File: src/rtl/set_bit_scanner_if.sv
// rtl/set_bit_scanner_if.sv - word-in / index-out handshake bundle for set_bit_scanner
interface set_bit_scanner_if #(
  parameter int WIDTH = 32,
  parameter int IDX_W = 5
);
  logic             in_valid;
  logic             in_ready;
  logic [WIDTH-1:0] in_data;
  logic             out_valid;
  logic             out_ready;
  logic [IDX_W-1:0] out_index;
  logic             out_last;
  logic             out_empty;
  logic             any_set;

  // Producer of words and consumer of index beats
  modport master (
    output in_valid,
    output in_data,
    output out_ready,
    input  in_ready,
    input  out_valid,
    input  out_index,
    input  out_last,
    input  out_empty,
    input  any_set
  );

  // The scanner itself
  modport slave (
    input  in_valid,
    input  in_data,
    input  out_ready,
    output in_ready,
    output out_valid,
    output out_index,
    output out_last,
    output out_empty,
    output any_set
  );
endinterface

File: src/rtl/set_bit_scanner.sv
// rtl/set_bit_scanner.sv - emits the index of every set bit of a word, lowest first
module set_bit_scanner #(
  parameter int WIDTH = 32,
  parameter int IDX_W = 5
) (
  input  logic                 clock,
  input  logic                 reset_n,
  set_bit_scanner_if.slave     bus
);

  localparam logic [0:0] ST_IDLE = 1'b0;
  localparam logic [0:0] ST_SCAN = 1'b1;

  logic [0:0]       state_q, state_d;
  logic [WIDTH-1:0] work_q, work_d;
  logic             empty_q, empty_d;
  logic             any_set_q, any_set_d;

  logic [IDX_W-1:0] low_idx;
  logic             single_bit;
  logic             scanning;
  logic             last_beat;

  assign scanning = (state_q == ST_SCAN);

  // Priority encoder on the work register: lowest set bit wins
  always_comb begin
    low_idx = '0;
    for (int i = WIDTH - 1; i >= 0; i--) begin
      if (work_q[i]) begin
        low_idx = IDX_W'(i);
      end
    end
  end

  // Exactly one bit remains when clearing the lowest set bit leaves nothing
  assign single_bit = (work_q != '0) && ((work_q & (work_q - WIDTH'(1))) == '0);
  assign last_beat  = scanning && (empty_q || single_bit);

  // Next-state: load on input handshake, retire lowest bit on output handshake
  always_comb begin
    state_d   = state_q;
    work_d    = work_q;
    empty_d   = empty_q;
    any_set_d = any_set_q;
    if (state_q == ST_IDLE) begin
      if (bus.in_valid) begin
        work_d    = bus.in_data;
        any_set_d = |bus.in_data;
        empty_d   = (bus.in_data == '0);
        state_d   = ST_SCAN;
      end
    end else begin
      if (bus.out_ready) begin
        // x & (x-1) clears exactly the bit the encoder is reporting
        work_d = work_q & (work_q - WIDTH'(1));
        if (last_beat) begin
          state_d = ST_IDLE;
        end
      end
    end
  end

  // State registers with asynchronous active-low reset; abandons any scan
  always_ff @(posedge clock or negedge reset_n) begin
    if (!reset_n) begin
      state_q   <= ST_IDLE;
      work_q    <= '0;
      empty_q   <= 1'b0;
      any_set_q <= 1'b0;
    end else begin
      state_q   <= state_d;
      work_q    <= work_d;
      empty_q   <= empty_d;
      any_set_q <= any_set_d;
    end
  end

  // Outputs come from registered state only
  assign bus.in_ready  = (state_q == ST_IDLE);
  assign bus.out_valid = scanning;
  assign bus.out_index = (scanning && !empty_q) ? low_idx : '0;
  assign bus.out_last  = last_beat;
  assign bus.out_empty = scanning && empty_q;
  assign bus.any_set   = any_set_q;

endmodule

File: src/flat_wrapper.sv
// flat-port wrapper written by rule: the top's interface ports become plain ports
module set_bit_scanner_flat 
#(
  parameter int WIDTH = 32,
  parameter int IDX_W = 5
)
  (clock, reset_n, bus_in_valid, bus_in_data, bus_out_ready, bus_in_ready, bus_out_valid, bus_out_index, bus_out_last, bus_out_empty, bus_any_set);
  set_bit_scanner_if #(.WIDTH(WIDTH), .IDX_W(IDX_W)) bus_i ();
  input  logic clock;
  input  logic reset_n;
  input wire logic [$bits(bus_i.in_valid)-1:0] bus_in_valid;
  input wire logic [$bits(bus_i.in_data)-1:0] bus_in_data;
  input wire logic [$bits(bus_i.out_ready)-1:0] bus_out_ready;
  output wire logic [$bits(bus_i.in_ready)-1:0] bus_in_ready;
  output wire logic [$bits(bus_i.out_valid)-1:0] bus_out_valid;
  output wire logic [$bits(bus_i.out_index)-1:0] bus_out_index;
  output wire logic [$bits(bus_i.out_last)-1:0] bus_out_last;
  output wire logic [$bits(bus_i.out_empty)-1:0] bus_out_empty;
  output wire logic [$bits(bus_i.any_set)-1:0] bus_any_set;
  assign bus_i.in_valid = bus_in_valid;
  assign bus_i.in_data = bus_in_data;
  assign bus_i.out_ready = bus_out_ready;
  assign bus_in_ready = bus_i.in_ready;
  assign bus_out_valid = bus_i.out_valid;
  assign bus_out_index = bus_i.out_index;
  assign bus_out_last = bus_i.out_last;
  assign bus_out_empty = bus_i.out_empty;
  assign bus_any_set = bus_i.any_set;
  set_bit_scanner #(.WIDTH(WIDTH), .IDX_W(IDX_W)) u_core (.clock(clock), .reset_n(reset_n), .bus(bus_i));
endmodule
File: config.mk
export PLATFORM = sky130hd
export DESIGN_NAME = set_bit_scanner_flat
export DESIGN_NICKNAME = d
export VERILOG_FILES = /design/src/rtl/set_bit_scanner_if.sv /design/src/rtl/set_bit_scanner.sv /design/src/flat_wrapper.sv
export SDC_FILE = /design/constraint.sdc
export NUM_CORES = 1
export LEC_CHECK = 0
export CAP_MARGIN = 10
export CORE_MARGIN = 1
export CORE_UTILIZATION = 55
export DETAILED_ROUTE_END_ITERATION = 12
export PLACE_DENSITY = 0.84
export SLEW_MARGIN = 20
export SYNTH_ARGS = -nofsm -noshare
export SYNTH_HDL_FRONTEND = slang
export SYNTH_SLANG_ARGS = --single-unit
File: constraint.sdc
create_clock -name clock -period 4.8 [get_ports clock]
set_input_delay 0.96 -clock clock [delete_from_list [all_inputs] [get_ports clock]]
set_output_delay 0.96 -clock clock [all_outputs]
set_load 0.02 [all_outputs]
Word level (Yosys, flattened, before mapping)
Cells that the tools add are included.
W data, S select, Z words.

storage, ports and cells
  bits of input ports = 36
  flip-flop bits (word level) = 35
  logic and storage cells = 61
  output and inout port bits = 10

cells by class
  add/sub/neg operators = 1
  bitwise logic cells = 2
  equality and inequality tests = 1
  multiplexer cells = 40
  reduce and logical (&&, ||, !) cells = 13

operator list
  operator                 number
  $mux W5                  33
  $mux W32                 3
  $logic_not A32 Y1        2
  $and A32 B32 Y32         1
  $reduce_bool A32 Y1      1
  $reduce_or A32 Y1        1
  $sub A32 B1 Y32 const B  1
  $logic_and A1 B1 Y1      4
  $mux W1                  4
  $reduce_and A2 Y1        2
  $ne A2 B2 Y1 const B     1
  $reduce_bool A2 Y1       1
  $logic_not A1 Y1         1
  $logic_or A1 B1 Y1       1
  $not A1 Y1               1

Logic depth before layout (Yosys ltp)
  word-level depth = 33
  mapped depth = 9
  depth with buffers taken out = 7

Worst setup path before layout
Ideal clock, no wire load.

  path kind = reg2out
  start point = register u_core.work_q[16]
  end point = output bus_out_last
  slack = 1.093 ns
  required time = 3.840 ns
  stages on the path, launching flop included = 10
  data arrival time = 2.747 ns
  buffers on the path = 2
  cell sequence = dfrtp_1 buf_6 or4_4 buf_6 or2_4 o31a_1 a2111oi_2 nand4_1 or4_1 nand2_1

on the way
  longest elaborated chain between the ends = 6
  elaborated cells on any way between the ends = 7
  classes of those cells = 1 x add/sub; 1 x bitwise; 5 x reduce/logical

ends and longest elaborated chain
  element                  RTL line               text
  start, declared          set_bit_scanner.sv:15  logic [WIDTH-1:0] work_q, work_d;
  start signal, assigned   set_bit_scanner.sv:73  work_q <= work_d;
  $sub A32 B1 Y32          set_bit_scanner.sv:37  assign single_bit = (work_q != '0) && ((work_q & (work_q - WIDTH'(1))) == '0);
  $and A32 B32 Y32         set_bit_scanner.sv:37
  $logic_not A32 Y1        set_bit_scanner.sv:37
  $logic_and A1 B1 Y1 (*)  set_bit_scanner.sv:37
  $logic_or A1 B1 Y1 (*)   set_bit_scanner.sv:38  assign last_beat = scanning && (empty_q || single_bit);
  $logic_and A1 B1 Y1 (*)  set_bit_scanner.sv:38
  end, declared            flat_wrapper.sv:17     output wire logic [$bits(bus_i.out_last)-1:0] bus_out_last;

Mark *: on every way between the ends. The rest lies on a longest branch, timed or not.

Worst setup path in the final report
  start point = register u_core.work_q[3]
  end point = output bus_out_last

The elaborated chain is that of the path after synthesis.

==> key figures <==
Run status
  • Outcome: complete, no violations

Place
  • Port Buffers: 45
  • GP Congestion: 1.03
  • Dpl ws: 0.269 ns
  • HPWL Detailed: around 5500 um

Die
  • Rows: 23
  • Core Region: 4140 sq um
  • Die Width: roughly 70 um
  • Die area: approximately 4700 sq um
  • Die H: 68.6 um
  • # IOs: 46
  • Starting Density: 58.9%

STA
  • Unrepaired setup endpoints after global routing: false
  • Pins over their slew limit: 0
  • Final Hold Viols: 0
  • Worst setup margin: between 0.15 and 0.2 ns
  • Slew HR: between 40% and 50%
  • Post-route clock skew: between 0.006 and 0.007 ns
  • Min Clock Period, post-route: about 4.6 ns
  • Period utilization: 96.5%
  • Setup violators final: 0
  • Slew at the pin closest to its max-slew limit: 0.782 ns
  • Achievable Freq: 0.216 GHz
  • TNS Setup: 0 ns

Pwr
  • Leakage: roughly 1.3 nW
  • Pwr dens: 743 nW/um^2
  • Max rail drop VDD: 0.574 mV

Logic synthesis
  • Avg Inst Size Synth: slightly below 8 sq um
  • Post-synth ARST share: 100%
  • Area contributors post-synth: dfrtp_1, a22o_1, o21ai_0
  • Synthesized net count: around 340
  • Yosys reg bits: 35
  • Yosys warning total: 0
  • Mapped Cells: between 300 and 400
  • EDFF count, synth: 0
  • Main synth FF type: dfrtp_1
  • Synth unique cells: 47
  • Register area share after synthesis: a little over a third
  • Synth Cell Area: between 2000 and 2500 sq um
  • Largest area contributor in the netlist: dfrtp_1
  • Top cell type's share of synthesized area: a little over a third

Global route
  • Initial antenna violation count: 0
  • Global-route wire length before repair: 12000 um
  • Largest net degree at the start of global routing: 36
  • Number of global-route vias before repair: ~2400
  • Total gr overflow: 0
  • Overall routing resource usage: a little over a third

Route
  • Post-route DRC: 0
  • Vias/cell: roughly 6.8
  • Initial detailed-routing violation count: 335
  • TritonRoute pass-1 iters: 7
  • Antenna-violating nets left: 0
  • WL per Instance: ~20 um
  • Total Routed Length: a little under 8000 um
  • Via Count: ~2700

Layout
  • Share of layout cells above drive strength 1: roughly 7.8%
  • Final design utilization: 73.4%
  • FILL cells: roughly 350
  • Nets@finish: 379
  • Area grow syn2layout: 24.6%
  • Ant. Diodes: 0

Worst hold path
  • HP Class: register to register

Clock network
  • Longest Clk Path Bufs: 2
  • Worst-Skew Late Latency: a little under 0.3 ns
  • Clock sink count: 35
  • CTS tree: yes
  • Root buffer cell: clkbuf_8
  • CTS Buf Count: 5
  • Clock transition at path regs: roughly 0.070 ns
  • H-tree Lvls: 2
  • Post-CTS setup buffers: 0

Worst setup path
  • Startpoint types: register
  • R2R cell count: 7
  • Max FO, Critical Path: 11
  • Worst Path Required: roughly 3.8 ns
  • Worst reg-to-reg setup slack: 1.81 ns
  • R2r endpoint: u_core.bus.out_valid$_DFF_PN0_
  • CP startpoint: u_core.work_q[3]$_DFFE_PN0P_
  • Reg2reg start: u_core.work_q[3]$_DFFE_PN0P_
  • CP Capture Type: primary output
  • Critical Path End: bus_out_last
  • Critical setup path kind: register to primary output
  • CP arrival: 3.67 ns

Run
  • Max Cap Viol: 0
## synthesized netlist by cell type, types with 2 or more instances
cell type and instances:
clkbuf_1 19, a21oi_1 14, nor2_1 27, buf_6 2, o31a_1 2, or2_2 2, a311oi_1 3, o21ai_0 33
nor3_1 14, o311ai_0 2, o22a_1 2, a211oi_1 5, o31ai_1 3, dfrtp_1 35, nand2b_1 2, nor4_1 20
a31oi_1 3, or3_1 4, inv_1 10, nand2_1 37, nand4_1 8, nand3_1 6, or4_1 5, a22o_1 25
buf_2 2, maj3_1 2
## cell type report
cell class	count	area, sq um	share of cell area (%)
clock buffers	8	100	3.29
flip-flops and latches	35	877	28.8
well taps	50	62.6	2.06
multi-input cells	239	1470	48.2
repair buffers	51	495	16.3
inverters	11	41.3	1.36
## repair_timing
action	CTS	global route
resized for setup	1	8
setup endpoints to repair	1	1
hold buffers	0	0
## logic make-up (layout without fill, tap and decap cells)
| group | after synthesis | in the layout | share of synthesized area, % |
|---|---|---|---|
| DFF | 35 | 35 | 35.9 |
| buffers and inverters | 34 | 70 | 5.94 |
| muxes | 1 | 1 | 0.410 |
| and+or+nand+nor | 133 | 133 | 27.6 |
| AOI/OAI and AO/OA | 103 | 103 | 29.4 |
| adders and majority gates | 2 | 2 | 0.820 |
## power breakdown
| part | leakage (nW) | switching, mW | total, mW | internal [mW] |
|---|---|---|---|---|
| clock | 0.0515 | 0.111 | 0.242 | 0.131 |
| combinational | 0.766 | 0.827 | 1.48 | 0.650 |
| sequential | 0.467 | 0.167 | 0.543 | 0.376 |
| total | 1.28 | 1.11 | 2.26 | 1.16 |
## routing by layer
layer  wire length, um  vias to the layer above  GRT usage (%)
li1                  -                     1239              -
met1              3440                     1247           49.3
met2              3420                      152           53.4
met3               581                       24           7.73
met4               250                        0           14.1
met5                 0                        -              0
## sequential cells by signal, indices dropped and copies added, names as in the netlist
| signal | flops |
|---|---|
| u_core.bus.any_set | 1 |
| u_core.bus.out_valid | 1 |
| u_core.empty_q | 1 |
| u_core.work_q | 32 |
## placed cells by master (no fill, tap or decap), types with 2 or more instances in the layout
cell type	instances
or2_2	2
or4_1	4
inv_1	10
nor2_1	27
o311ai_0	2
nor4_4	2
a22o_1	25
clkdlybuf4s50_1	45
o22a_1	2
nand2_1	37
a311oi_1	3
a21oi_1	14
nor3_1	14
a211oi_1	5
o31a_1	2
maj3_1	2
o21ai_0	33
nand2b_1	2
or4_4	2
nor4_1	18
nand4_1	8
o31ai_1	3
clkbuf_8	7
nand3_1	6
a31oi_1	3
or3_1	4
buf_4	6
dfrtp_1	34
## stage by stage
stage	total power, mW	cells	instance area (sq um)	hold slack (ns)
5_1_grt	2.43	394	3040	0.550
3_5_place_dp	1.93	386	2900	0.487
2_1_floorplan	1.49	308	2440	0.487
3_3_place_gp	1.92	386	2900	0.488
6_report	2.26	394	3040	0.526
4_1_cts	2.18	394	3010	0.522
## critical path: stages (launching register included)
cell and delay (ns):
dfrtp_1 0.52, or4_1 0.59, or3_1 0.39, a221o_1 0.34
nor3_1 0.14, nand4_1 0.10, or4_1 0.59, nand2_1 0.11
clkdlybuf4s50_1 0.60
## worst min-delay path by stage
stage,to,from,depth (start not counted),slack (ns)
2_1_floorplan,u_core.empty_q$_DFFE_PN0P_,u_core.empty_q$_DFFE_PN0P_,1,0.49
3_3_place_gp,u_core.bus.any_set$_DFFE_PN0P_,u_core.bus.any_set$_DFFE_PN0P_,2,0.49
3_5_place_dp,u_core.bus.any_set$_DFFE_PN0P_,u_core.bus.any_set$_DFFE_PN0P_,2,0.49
4_1_cts,u_core.bus.any_set$_DFFE_PN0P_,u_core.bus.any_set$_DFFE_PN0P_,2,0.52
5_1_grt,u_core.bus.any_set$_DFFE_PN0P_,u_core.bus.any_set$_DFFE_PN0P_,2,0.55
6_report,u_core.bus.any_set$_DFFE_PN0P_,u_core.bus.any_set$_DFFE_PN0P_,2,0.53
(Power assumes the default switching activity.)
